**src/rtl/cu_multicycle.sv**
```systemverilog
// ---------------------------------------------------------------------------
// cu_multicycle
//   Multi-cycle control unit for the 16-bit datapath. Each instruction word is
//   sequenced through FETCH -> DECODE -> (IMM) -> EXEC -> WB. Two-word
//   immediate instructions fetch their second word through the PC+2 path.
//   HALT parks the unit until reset.
//
//   Every output is a flop. Strobes are computed from the next state, so they
//   line up with the state they belong to. There is no combinational path
//   from any input to any output.
//
// Parameters
//   INST_W   instruction word width (>= OP_W + 2*RA_W + 1)
//   OP_W     opcode / ALU select width
//   RA_W     register address width
//   EXEC_LAT cycles spent in EXEC (1..15)
//
// Ports
//   clk          system clock, rising edge
//   rst          asynchronous active-low reset; release is synchronised inside
//   instruction  instruction or immediate word from instruction memory
//   inst_load    word on instruction is valid this cycle
//   pc_2_en      select PC+2 while fetching the immediate word
//   pc_inc       one-cycle pulse in WB: load next PC
//   branch_en    select the jump target for the whole of EXEC of a JMP
//   wr_en        register-bank write strobe (ALU class only, in WB)
//   wr_reg       register-bank write address
//   src_reg      source register read address
//   dst_reg      destination register read address
//   op_code      ALU operation select
//   imm_data     latched immediate word
//   halted       core halted
//   stall        freezes EXEC (present only when CU_STALL_EN is defined)
//
// Build option
//   CU_STALL_EN  adds the stall input; without it EXEC is exactly EXEC_LAT
// ---------------------------------------------------------------------------
module cu_multicycle #(
    parameter int INST_W   = 16,
    parameter int OP_W     = 5,
    parameter int RA_W     = 4,
    parameter int EXEC_LAT = 1
) (
    input  logic              clk,
    input  logic              rst,
    input  logic [INST_W-1:0] instruction,
    input  logic              inst_load,
    output logic              pc_2_en,
    output logic              pc_inc,
    output logic              branch_en,
    output logic              wr_en,
    output logic [RA_W-1:0]   wr_reg,
    output logic [RA_W-1:0]   src_reg,
    output logic [RA_W-1:0]   dst_reg,
    output logic [OP_W-1:0]   op_code,
    output logic [INST_W-1:0] imm_data,
    output logic              halted
`ifdef CU_STALL_EN
    ,
    input  logic              stall
`endif
);

    // Field positions, MSB first: op, dst, src ... imm flag at bit 0.
    localparam int DST_MSB = INST_W - OP_W - 1;
    localparam int SRC_MSB = DST_MSB - RA_W;

    localparam logic [OP_W-1:0] OP_NOP  = '0;
    localparam logic [OP_W-1:0] OP_HALT = '1;
    localparam logic [OP_W-1:0] OP_JMP  = {{(OP_W-1){1'b1}}, 1'b0};
    localparam logic [3:0]      LAT_M1  = 4'(EXEC_LAT - 1);

    typedef enum logic [2:0] {
        S_FETCH,
        S_DECODE,
        S_IMM,
        S_EXEC,
        S_WB,
        S_HALT
    } state_t;

    state_t            state;
    state_t            state_nx;
    logic [OP_W-1:0]   ir_op;
    logic [RA_W-1:0]   ir_dst;
    logic [RA_W-1:0]   ir_src;
    logic              ir_imm;
    logic [3:0]        cnt;
    logic [1:0]        rst_sync;
    logic              run;
    logic              hold;
    logic              is_nop;
    logic              is_jmp;
    logic              is_halt;
    logic              is_alu;

`ifdef CU_STALL_EN
    assign hold = stall;
`else
    assign hold = 1'b0;
`endif

    // The opcode class comes from IR. IR stays stable from the accepting
    // edge in FETCH until the next acceptance.
    assign is_nop  = (ir_op == OP_NOP);
    assign is_jmp  = (ir_op == OP_JMP);
    assign is_halt = (ir_op == OP_HALT);
    assign is_alu  = !(is_nop || is_jmp || is_halt);

    // Reset asserts immediately. Release goes through two flops, so the
    // first instruction can only be accepted on the third edge after rst rises.
    always_ff @(posedge clk or negedge rst) begin
        if (!rst) begin
            rst_sync <= 2'b00;
        end else begin
            // NOTE: non-blocking assignments keep the shift register a true
            // two-stage pipe; blocking ones would collapse it into one flop.
            rst_sync <= {rst_sync[0], 1'b1};
        end
    end

    assign run = rst_sync[1];

    always_comb begin
        // NOTE: next state defaults to the current state before the case, so
        // no path leaves state_nx unassigned and no latch is inferred.
        state_nx = state;
        unique case (state)
            S_FETCH:  if (inst_load && run) state_nx = S_DECODE;
            S_DECODE: begin
                if (is_halt)     state_nx = S_HALT;
                else if (ir_imm) state_nx = S_IMM;
                else if (is_nop) state_nx = S_WB;
                else             state_nx = S_EXEC;
            end
            S_IMM:    if (inst_load) state_nx = is_nop ? S_WB : S_EXEC;
            S_EXEC:   if (!hold && cnt == 4'd0) state_nx = S_WB;
            S_WB:     state_nx = S_FETCH;
            S_HALT:   state_nx = S_HALT;
            default:  state_nx = S_FETCH;
        endcase
    end

    always_ff @(posedge clk or negedge rst) begin
        if (!rst) begin
            // NOTE: every register is reset here, including the latched
            // fields, so all outputs read zero as soon as rst falls.
            state     <= S_FETCH;
            ir_op     <= '0;
            ir_dst    <= '0;
            ir_src    <= '0;
            ir_imm    <= 1'b0;
            cnt       <= '0;
            pc_2_en   <= 1'b0;
            pc_inc    <= 1'b0;
            branch_en <= 1'b0;
            wr_en     <= 1'b0;
            wr_reg    <= '0;
            src_reg   <= '0;
            dst_reg   <= '0;
            op_code   <= '0;
            imm_data  <= '0;
            halted    <= 1'b0;
        end else begin
            state <= state_nx;

            // Strobes are registered from the next state, so each one is
            // high exactly while the matching state is current.
            pc_2_en   <= (state_nx == S_IMM);
            pc_inc    <= (state_nx == S_WB);
            wr_en     <= (state_nx == S_WB) && is_alu;
            branch_en <= (state_nx == S_EXEC) && is_jmp;
            halted    <= (state_nx == S_HALT);

            if (state == S_FETCH && state_nx == S_DECODE) begin
                ir_op  <= instruction[INST_W-1 -: OP_W];
                ir_dst <= instruction[DST_MSB -: RA_W];
                ir_src <= instruction[SRC_MSB -: RA_W];
                ir_imm <= instruction[0];
            end

            if (state == S_DECODE) begin
                op_code <= ir_op;
                dst_reg <= ir_dst;
                wr_reg  <= ir_dst;
                src_reg <= ir_src;
            end

            if (state == S_IMM && inst_load) begin
                imm_data <= instruction;
            end

            // Load the counter on entry to EXEC. Count down while not stalled.
            if (state_nx == S_EXEC && state != S_EXEC) begin
                cnt <= LAT_M1;
            end else if (state == S_EXEC && !hold && cnt != 4'd0) begin
                cnt <= cnt - 4'd1;
            end
        end
    end

endmodule

```
**config.mk**
```make
export PLATFORM = sky130hd
export DESIGN_NAME = cu_multicycle
export DESIGN_NICKNAME = d
export VERILOG_FILES = /design/src/rtl/cu_multicycle.sv
export SDC_FILE = /design/constraint.sdc
export NUM_CORES = 1
export LEC_CHECK = 0
export CORE_MARGIN = 2
export CORE_UTILIZATION = 25
export DETAILED_ROUTE_END_ITERATION = 16
export HOLD_SLACK_MARGIN = 0.05
export PLACE_DENSITY_LB_ADDON = 0.15
export SLEW_MARGIN = 20
export SYNTH_ARGS = -nofsm -noshare
export SYNTH_HDL_FRONTEND = slang
export SYNTH_SLANG_ARGS = --single-unit
```
**constraint.sdc**
```tcl
create_clock -name clk -period 2.58 [get_ports clk]
set_input_delay 0.258 -clock clk [delete_from_list [all_inputs] [get_ports clk]]
set_output_delay 0.258 -clock clk [all_outputs]
set_load 0.02 [all_outputs]
```
==> out/results.ini <==
[run_status]
status = finished, final reports clean

[worst_setup_path]
r2r_cells = 7
required_ns = 2.77
cpPeakStageDelay_ns = 0.43
path_depth = 7
start_kind = flop
crit_family = compound AO/OA/AOI/OAI gates
cp_num_buf_inv = 1
worstSetupEndpointType = flop
critPathMaxFanout = 7
cpMaxStageDelayCell = nor3b_2
worst-setup-path-type = flop to flop
crit_arrival_ns = 2.27
cp_common_cell = a211oi_1
path_cells = inv_1, ha_1, nor3b_1, nor3b_2, a211oi_1, a221oi_2, a211oi_1

[clock_network]
cts_tree = yes
postCtsResizedCells = 0
hold_buffers = 1
h-tree-depth = 3
clock_latency_ns = 0.33
max-clock-path-buffers = 2
cts_root_buf = clkbuf_8
post-cts-setup-buffer-count = 0
clkSlewWorstSetupHoldPaths_ns = 0.07
cts_buffers = 9
clock-sinks = 57

[floorplanning]
die_x_microns = 101
die_area_sq_um = 10100
boundaryPins = 57
core_sq_um = 9150
rows = 35
initial_core_util_pct = 25.5
die_h_microns = 101

[timing]
finalCritPeriodShare_pct = 80.5
tightestPinTransition_ns = 0.669
fin_skew_ns = 0.00695
setup_violations = 0
hold_violations = 0
slew_violations = 0
holdWs_ns = 0.343
rsz0062_at_grt = false
slew_headroom_pct = 55.4
tns_ns = 0
fin_crit_ns = 2.08
max_freq_ghz = 0.481

[routing]
wl_mm = 4.95
first_pass_iters = 4
dr.max_layer_used = met4
ant_nets = 0
met1_length_mm = 2.46
vias_per_cell = 4.31
drt_iter0_drc = 48
wl_met3_microns = 269
wl_per_cell_microns = 14.6
post-route-drc-count = 0
via_count = 1462
wl_met2_mm = 2.10

[yosys]
synth_top_area_share_pct = 61.2
yosys.area.top_type = dfrtp_1
avgSynthCellArea_sq_um = 14.7
syn_area_sq_um = 2330
synth_seq_area_share_pct = 61.2
yosys_warnings = 0
ys_ff_latch = 57
synthTopCellsByArea = dfrtp_1, mux2_2, a221oi_2
synthesis.nets = 180
syn-instance-count = 159
ys_types = 31

[placed_design]
io_buffers = 56
place.gp.congestion = 0.774
dp_hpwl_mm = 3.32
placed_area_sq_um = 3020

[run]
max_cap_violations = 0

[cells_and_area]
final_util_pct = 35.0
drive_above_1_share_pct = 31.6
nNetsFinal = 244
final_cell_area_sq_um = 3210
reg_top3 = imm_data (16), ir_op (5), op_code (5)
top_register = imm_data
n_antenna_cell = 0
largest_register_ffs = 16
final_cell_mix = dfrtp_1, clkdlybuf4s50_1, mux2_2
final_common_cell = dfrtp_1
area_growth_pct = 37.4

[grt]
grt.total_usage_pct = 10.8
grt_pass1_vias = 1570
antenna_found_initial = 0
grt_pass1_wl_mm = 8.16
grt_max_degree = 31
gr-total-overflow = 0

[hold_path]
holdPathStages = 0
hp-class = flop to flop

[power]
vdd_ir_drop_max_v = 0.000494
p_leak_uw = 0.00134
p_per_area_nw_per_um2 = 1360

final cells by class:
type / count / area [sq um]
Fill cell: 898 / 5950
Sequential cell: 57 / 1430
Multi-Input combinational cell: 89 / 840
Timing Repair Buffer: 61 / 608
Clock buffer: 13 / 159
Tap cell: 111 / 139
Inverter: 5 / 18.8
Clock inverter: 3 / 15.0
worst register-to-register path: cells and delay by family (launching register included):
family / cells / cell delay [ns]
flip-flops: 1 / 0.39
AND/OR/NAND/NOR: 2 / 0.58
adder cells (fa/ha/maj): 1 / 0.19
buffers and inverters: 1 / 0.08
AO/OA/AOI/OAI: 3 / 0.70
layer usage:
| metal | global-route usage [%] | vias to the layer above |
|---|---|---|
| met5 | 0 | - |
| met4 | 6.64 | 0 |
| met3 | 3.95 | 10 |
| met2 | 14.8 | 39 |
| met1 | 14.5 | 726 |
| li1 | - | 687 |
logic make-up (layout without fill, tap and decap cells):
kind of cell               Yosys count  after routing  share of synthesized area [%]
DFF                                 57             57                           61.2
and+or+nand+nor                     30             30                           8.91
muxes                               43             43                           20.8
buffers and inverters               13             82                           3.22
adders and majority gates            2              2                           1.07
AOI/OAI and AO/OA                   10             10                           3.59
other                                1              1                          0.161
xor gates and xnor gates             3              3                           1.13
where the power goes:
part	internal, uW	leakage [uW]	switching, uW
Clock	397	0.0000932	341
Combinational	1080	0.000556	931
Sequential	1320	0.000693	300
Total	2790	0.00134	1570
metrics by stage:
step | total power [uW] | worst slack (ns) | instances
floorplan | 2840 | 0.773 | 159
global placement | 3660 | 0.464 | 322
detailed placement | 3660 | 0.487 | 322
CTS | 4430 | 0.498 | 339
global route | 4670 | 0.306 | 339
finish | 4360 | 0.503 | 339
cells in the mapped netlist (all sizes together):
| library cell | instances |
|---|---|
| xnor2 | 1 |
| a211oi | 2 |
| xor2 | 2 |
| a221oi | 2 |
| nor2b | 1 |
| nor3 | 1 |
| ha | 2 |
| nand3b | 1 |
| and4bb | 1 |
| a311o | 1 |
| conb | 1 |
| nand2 | 6 |
| o22ai | 1 |
| nor3b | 4 |
| and4 | 1 |
| buf | 8 |
| mux2 | 43 |
| a21oi | 3 |
| a22oi | 1 |
| inv | 5 |
| dfrtp | 57 |
| nor4 | 3 |
| or3 | 1 |
| and2b | 2 |
| and4b | 1 |
| nor2 | 8 |
worst paths after layout:
check / from / end / slack, ns
min in group asynchronous: rst / pc_inc / 0.50
worst max-delay path: cnt[0] / cnt[1] / 0.50
max in group asynchronous: rst / op_code[1] / 1.48
worst max register to register: cnt[0] / cnt[1] / 0.50
worst min register to register: rst_sync[0] / rst_sync[1] / 0.34
worst min-delay path: rst_sync[0] / rst_sync[1] / 0.34
Note: power is estimated with default switching activity, not from simulation.
